$ cat config.mk
export PLATFORM = sky130hd
export DESIGN_NAME = spi_config_receiver
export DESIGN_NICKNAME = d
export VERILOG_FILES = /design/src/rtl/spi_config_receiver.sv
export SDC_FILE = /design/constraint.sdc
export NUM_CORES = 1
export LEC_CHECK = 0
export BUFFER_PORTS_ARGS = -buffer_cell sky130_fd_sc_hd__buf_2
export CORE_ASPECT_RATIO = 0.7
export CORE_MARGIN = 1
export CORE_UTILIZATION = 55
export CTS_CLUSTER_DIAMETER = 150
export DETAILED_ROUTE_END_ITERATION = 7
export GPL_ROUTABILITY_DRIVEN = 1
export PLACE_DENSITY = 0.75
export SETUP_SLACK_MARGIN = 0.1
export SLEW_MARGIN = 20
export SYNTH_ARGS = -nofsm -noshare
export SYNTH_HDL_FRONTEND = slang
export SYNTH_SLANG_ARGS = --single-unit
$ cat constraint.sdc
create_clock -name clk -period 2.8 [get_ports clk]
set_clock_uncertainty 0.15 [all_clocks]
set_input_delay 0.56 -clock clk [delete_from_list [all_inputs] [get_ports clk]]
set_output_delay 0.56 -clock clk [all_outputs]
set_load 0.05 [all_outputs]
$ cat src/rtl/spi_config_receiver.sv
// SPI mode-0 configuration slave: synchronises the raw link into clk and turns
// each well-formed {addr, data} frame into a one-cycle cfgValid strobe.
//
// state | meaning
// IDLE  | waiting for a chip-select falling edge; spiClk edges ignored
// SHIFT | frame in progress; shifting on spiClk rises until chip select rises
module spi_config_receiver #(
   parameter int ADDR_WIDTH  = 4,
   parameter int DATA_WIDTH  = 12,
   parameter int SYNC_STAGES = 2
) (
   input  logic                  clk,
   input  logic                  reset,
   input  logic                  spiClk,
   input  logic                  mosi,
   input  logic                  cs,
   output logic [ADDR_WIDTH-1:0] cfgAddr,
   output logic [DATA_WIDTH-1:0] cfgData,
   output logic                  cfgValid,
   output logic                  frameError,
   output logic                  busy
);

   localparam int FRAME_BITS = ADDR_WIDTH + DATA_WIDTH;
   localparam int CNT_W      = $clog2(FRAME_BITS + 2);
   localparam logic [CNT_W-1:0] CNT_FULL = CNT_W'(FRAME_BITS);
   localparam logic [CNT_W-1:0] CNT_OVER = CNT_W'(FRAME_BITS + 1);

   typedef enum logic {IDLE, SHIFT} stateT;

   logic [SYNC_STAGES-1:0] spiClkSync, mosiSync, csSync;
   logic                   spiClkPrev, csPrev, mosiAligned;
   logic                   spiRise, csRise, csFall;
   logic [SYNC_STAGES:0]   validPipe;
   logic                   armed;

   stateT                  state, stateNext;
   logic [FRAME_BITS-1:0]  shiftReg, shiftNext;
   logic [CNT_W-1:0]       count, countNext;
   logic [ADDR_WIDTH-1:0]  addrNext;
   logic [DATA_WIDTH-1:0]  dataNext;
   logic                   validNext, errorNext;

   // validPipe marks when csPrev holds a genuinely sampled level rather than the
   // reset value, so a frame already running at reset release is never entered.
   always_ff @(posedge clk or negedge reset) begin
      if (!reset) begin
         spiClkSync  <= '0;
         mosiSync    <= '0;
         csSync      <= '1;
         spiClkPrev  <= 1'b0;
         csPrev      <= 1'b1;
         mosiAligned <= 1'b0;
         spiRise     <= 1'b0;
         csRise      <= 1'b0;
         csFall      <= 1'b0;
         validPipe   <= '0;
         armed       <= 1'b0;
      end else begin
         spiClkSync  <= {spiClkSync[SYNC_STAGES-2:0], spiClk};
         mosiSync    <= {mosiSync[SYNC_STAGES-2:0], mosi};
         csSync      <= {csSync[SYNC_STAGES-2:0], cs};
         spiClkPrev  <= spiClkSync[SYNC_STAGES-1];
         csPrev      <= csSync[SYNC_STAGES-1];
         mosiAligned <= mosiSync[SYNC_STAGES-1];
         spiRise     <= spiClkSync[SYNC_STAGES-1] & ~spiClkPrev;
         csRise      <= csSync[SYNC_STAGES-1] & ~csPrev;
         csFall      <= ~csSync[SYNC_STAGES-1] & csPrev & (armed | validPipe[SYNC_STAGES]);
         validPipe   <= {validPipe[SYNC_STAGES-1:0], 1'b1};
         armed       <= armed | (validPipe[SYNC_STAGES] & csPrev);
      end
   end

   always_ff @(posedge clk or negedge reset) begin
      if (!reset) begin
         state      <= IDLE;
         shiftReg   <= '0;
         count      <= '0;
         cfgAddr    <= '0;
         cfgData    <= '0;
         cfgValid   <= 1'b0;
         frameError <= 1'b0;
      end else begin
         state      <= stateNext;
         shiftReg   <= shiftNext;
         count      <= countNext;
         cfgAddr    <= addrNext;
         cfgData    <= dataNext;
         cfgValid   <= validNext;
         frameError <= errorNext;
      end
   end

   // A spiClk rise landing in the same cycle as the cs rise is shifted first,
   // so the frame is judged on the updated count and contents.
   always_comb begin
      stateNext = state;
      shiftNext = shiftReg;
      countNext = count;
      addrNext  = cfgAddr;
      dataNext  = cfgData;
      validNext = 1'b0;
      errorNext = 1'b0;
      case (state)
         IDLE: begin
            if (csFall) begin
               stateNext = SHIFT;
               shiftNext = '0;
               countNext = '0;
            end
         end
         SHIFT: begin
            if (spiRise) begin
               shiftNext = {shiftReg[FRAME_BITS-2:0], mosiAligned};
               if (count != CNT_OVER) countNext = count + CNT_W'(1);
            end
            if (csRise) begin
               stateNext = IDLE;
               if (countNext == CNT_FULL) begin
                  addrNext  = shiftNext[FRAME_BITS-1 -: ADDR_WIDTH];
                  dataNext  = shiftNext[DATA_WIDTH-1:0];
                  validNext = 1'b1;
               end else begin
                  errorNext = 1'b1;
               end
            end
         end
         default: stateNext = IDLE;
      endcase
   end

   assign busy = (state == SHIFT);

endmodule

# --- Word level (Yosys, flattened, before mapping) ---
# Index checks and enable logic that the tools add are counted.
totals:
  register_bits: 56
  latch_bits: 0
  ramBits: 0
  rom_bits: 0
  in_bits: 5
  output_inout_bits: 19
  word_cells: 51
  memories: 0
classes:
  add_sub_neg: 1
  n_mul: 0
  n_div: 0
  n_lt_le_gt_ge: 0
  n_eq_ne: 3
  shift: 0
  muxes: 17
  bitwise_logic: 11
  n_reduce_logical: 1
op_table:
  columns: ["operator", "n"]
  rows:
  - ["2-to-1 mux 16 bit", 2]
  - ["case mux 16 bit (2 select lines)", 1]
  - ["2-to-1 mux 5 bit", 4]
  - ["case mux 5 bit (2 select lines)", 1]
  - ["2-to-1 mux 1 bit", 8]
  - ["adder 5 x 1 -> 5 bit (second input constant)", 1]
  - ["AND 1 bit", 5]
  - ["equality test 5 bit (second input constant)", 1]
  - ["!= test 5 bit (second input constant)", 1]
  - ["NOT 1 bit", 4]
  - ["AND reduction 3 bit", 1]
  - ["!= test 2 bit (second input constant)", 1]
  - ["OR 1 bit", 2]
  - ["case mux 1 bit (2 select lines)", 1]

# --- Longest topological paths before layout ---
depth:
  word_depth: 8
  mapped_depth: 7

# --- Least setup slack after synthesis ---
# No wires, ideal clock.
synth_timing:
  path_type: "flip-flop to flip-flop"
  start: "register count[0]"
  end: "register cfgAddr[0]"
  setup_time_ns: 0.125
  arrival_ns: 2.178
  t_required_ns: 2.525
  slack_ns: 0.347
  stages_incl_launch_ff: 7
  n_path_buf: 1
  period_less_slack_ns: 2.453
  path_cell_list: "dfrtp_1 > ha_1 > nand3_1 > or3_1 > a311oi_4 > buf_12 > mux2_4"
synth_between:
  elab_chain_cells: 6
  word_cells_on_any_way: 7
  cone_classes: "add/sub (1); eq/ne (2); mux (3); reduce/logical (1)"
synth_lines:
  columns: ["item", "line", "rtl"]
  rows:
  - ["start, declared", "39", "logic [CNT_W-1:0] count, countNext;"]
  - ["start signal, assigned", "86", "count <= countNext;"]
  - ["adder 5 x 1 -> 5 bit / != test 5 bit (equally long branches)", "115", "if (count != CNT_OVER) countNext = count + CNT_W'(1);"]
  - ["2-to-1 mux 5 bit", "115", null]
  - ["2-to-1 mux 5 bit *", "113", "if (spiRise) begin"]
  - ["2-to-1 mux 5 bit *", "104", "case (state)"]
  - ["equality test 5 bit *", "119", "if (countNext == CNT_FULL) begin"]
  - ["AND reduction 3 bit (no line) *", null, null]
  - ["end signal, assigned", "87", "cfgAddr <= addrNext;"]
  - ["end, declared", "17", "output logic [ADDR_WIDTH-1:0] cfgAddr,"]
# Every way passes the cells marked *; elsewhere a longest branch is shown, timed or not. The select of a mux whose other input is x is not followed.
# A chain may end at the register's enable or synchronous reset.

# --- Final worst setup path ---
layout_timing:
  start: "register count[1]"
  end: "register cfgAddr[3]"
# The elaborated chain is that of the path after synthesis.

==> run_results.csv <==
group,metric,value,unit
synthesis,yosysTopAreaCell,"dfrtp_1",
setup_path,r2r-end,"cfgAddr[3]",
synthesis,syn_inst,190,
synthesis,yosysWarningCount,0,
synthesis,syn_area,0.00236,sq mm
routing,wl_met1,1950,um
cts,clk_latency,0.31,ns
sta,rsz0062_at_grt,"no",
cells_and_area,area_delta_synth_final,11.6,%
sta,post-route-min-period,2.44,ns
sta,setup_slack,0.356,ns
setup_path,critPathRequiredTime,2.86,ns
setup_path,worst-endpoint-arrival,2.50,ns
cells_and_area,fillers,298,
pwr,leakage,1.26,nW
synthesis,yosysSeqAreaShare,59.6,%
sta,setup_viol,0,
cts,postCtsSetupRepairBufs,0,
global_route,grt_pass1_vias,1503,
floorplan,row_count,19,
global_route,antenna_found_initial,0,
synthesis,synth.distinct_cells,33,
sta,fin_setup_tns,0,ns
cts,h-tree-depth,2,
cells_and_area,fin_nets,220,
sta,fin_crit_sh,87.3,%
routing,met3_length,182,um
routing,first_iter_violations,120,
sta,fmax,0.409,GHz
routing,route.detailed.drc,0,
cts,cts_buffer_depth,2,
floorplan,fp.dieArea,0.00456,sq mm
min_path,hold_class,"input port to register",
sta,tightest_slew,0.678,ns
cts,ctsResizeCount,0,
placed_design,hpwl,2540,um
cells_and_area,diodes,0,
cells_and_area,final_common_cell,"dfrtp_1",
sta,final_hold_viol_count,0,
placed_design,placed_cells,258,
routing,met2_wirelength,1830,um
setup_path,path_max_fanout,17,
pwr,powerDensity,655,mW/mm^2
sta,max-slew-margin-rel,54.8,%
global_route,grt_pass1_wl,6790,um
flow_run,max-cap-violations,0,
cts,numCtsBuffers,5,
setup_path,crit_path_cell_trace,"inv_1 > ha_1 > nand3_1 > or3_1 > a311oi_4 > buf_12 > mux2_2",
setup_path,reg2regPathDepth,7,
cells_and_area,drive_above_1_share,33.2,%
sta,slew_viol_final,0,
routing,routed_via_density,5.63,
routing,route.vias.total,1498,
floorplan,die_h,56.8,um
pwr,irDropWorstVdd,0.000432,V
global_route,track_usage,20.3,%
outcome,status,"finished clean",
routing,ant_nets,0,
cells_and_area,most-common-layout-cells,"53 x dfrtp_1, 37 x nand2_1, 23 x mux2_2, 23 x buf_2, 15 x o21ai_0",
floorplan,ios,24,
global_route,grt-ovfl-total,0,
min_path,hp-start,"cs",
setup_path,cp_slowest_cell,"dfrtp_1",
cts,tritoncts,"done",
sta,hold_ws,0.182,ns
synthesis,synth.area.top_cells,"dfrtp_1 56%, mux2_2 11%, nand2_1 5.9%",
routing,routed_wl,4010,um
placed_design,io_buffers,23,
routing,drt-pass1-iter-count,4,
setup_path,rr_startpoint,"count[1]",
synthesis,ys_seq_elements,56,
routing,top_layer_used,"met4",
setup_path,endpoint_kind,"register",
placed_design,dp_slack,0.357,ns
synthesis,syn_nets,197,
cts,clkSinkCount,56,
cells_and_area,final_cell_count_no_fill,266,
routing,wire_per_inst,15.1,um
synthesis,synth_top_area_share,56.2,%
floorplan,die_x,80.3,um
floorplan,initial_core_util,58.7,%
floorplan,coreArea,0.00402,sq mm
min_path,worstHoldEndpoint,"csSync[0]",
placed_design,gp_congestion,0.776,
setup_path,crit_path_start_kind,"register",
cts,cts.clk_slew.worst_paths,0.10,ns
cts,clock-root-buffer,"clkbuf_8",
cts,postCtsHoldBufs,0,
global_route,grt_max_degree,57,
setup_path,r2r_setup_slack,0.36,ns
min_path,whs_path_depth,1,
setup_path,worstSetupPathType,"register to register",
setup_path,max_stage_delay,0.42,ns
synthesis,syn_area_per_cell,12.4,sq um
cells_and_area,final_util,65.5,%
[metal layers]
metal	GRT usage [%]	up-vias
li1	-	697
met1	26.2	768
met2	30.9	27
met3	7.64	6
met4	8.16	0
met5	0	-
[synthesized netlist by cell type]
| master | count |
|---|---|
| a21oi_1 | 3 |
| nor2b_1 | 2 |
| mux2_4 | 9 |
| ha_1 | 2 |
| a22o_1 | 1 |
| clkbuf_1 | 6 |
| mux2_2 | 23 |
| xor2_1 | 3 |
| a21o_1 | 2 |
| o32ai_1 | 1 |
| xnor2_1 | 1 |
| a311oi_1 | 1 |
| buf_1 | 2 |
| inv_1 | 3 |
| dfrtp_1 | 53 |
| buf_12 | 1 |
| buf_2 | 1 |
| nor3b_1 | 1 |
| nand4_1 | 2 |
| dfstp_2 | 3 |
| o21ai_0 | 15 |
| o31ai_1 | 2 |
| and4b_1 | 1 |
| nand2_1 | 37 |
| or3_1 | 1 |
| nand3_1 | 2 |
| or4_1 | 1 |
| nor2_1 | 4 |
| conb_1 | 1 |
| o22ai_1 | 3 |
| buf_6 | 1 |
| a311oi_4 | 1 |
| a31oi_1 | 1 |
[power breakdown]
group | internal [mW] | switching (mW)
clock network | 0.270 | 0.267
logic | 0.0967 | 0.159
registers | 0.866 | 0.0639
total | 1.23 | 0.489
[metrics by stage]
stage	area [sq um]	power, mW
after detailed placement	2510	1.20
after global placement	2510	1.18
after global routing	2630	1.80
after floorplan	2360	1.13
final	2630	1.72
after CTS	2630	1.74
[registers in the layout (all words and copies together) (netlist names)]
| name | flops |
|---|---|
| spiClkSync | 2 |
| mosiAligned | 1 |
| csPrev | 1 |
| count | 5 |
| armed | 1 |
| cfgAddr | 4 |
| cfgValid | 1 |
| frameError | 1 |
| validPipe | 3 |
| spiRise | 1 |
| csFall | 1 |
| mosiSync | 2 |
| shiftReg | 16 |
| cfgData | 12 |
| csRise | 1 |
| csSync | 2 |
| busy | 1 |
| spiClkPrev | 1 |
[cells by family (layout without fill, tap and decap cells)]
group,Yosys count,count (layout),share of synthesized area [%]
adders and majority gates,2,2,1.06
muxes,32,32,16.7
other,1,1,0.159
xor gates and xnor gates,4,4,1.49
buffers and inverters,14,38,3.29
and+or+nand+nor,51,51,9.34
DFF,56,56,59.6
AOI/OAI and AO/OA,30,30,8.38
[worst max path at each step]
stage | from | end | slack, ns | cells after the start
after detailed placement | count[1] | cfgAddr[3] | 0.36 | 7
after floorplan | count[0] | cfgAddr[0] | 0.35 | 6
after CTS | count[1] | cfgAddr[3] | 0.35 | 7
final | count[1] | cfgAddr[3] | 0.36 | 7
after global routing | count[1] | cfgAddr[3] | 0.27 | 7
after global placement | count[0] | cfgData[4] | 0.43 | 6
[worst max-delay path, delay by kind of cell (launching register included)]
kind            cells  cell delay, ns
compound gates      1            0.35
fa+ha+maj           1            0.32
buf+inv             2            0.30
flops               1            0.42
mux                 1            0.35
simple gates        2            0.44
[final cells by class]
type	count	area [sq um]	area share, %
inverter	3	11.3	0.428
clock inverter	3	47.5	1.81
clock buffer	5	68.8	2.62
tap	52	65.1	2.47
sequential	56	1410	53.4
timing repair buffer	27	158	5.99
multi-input combinational	120	876	33.3
Power figures use the tool's default switching activity.
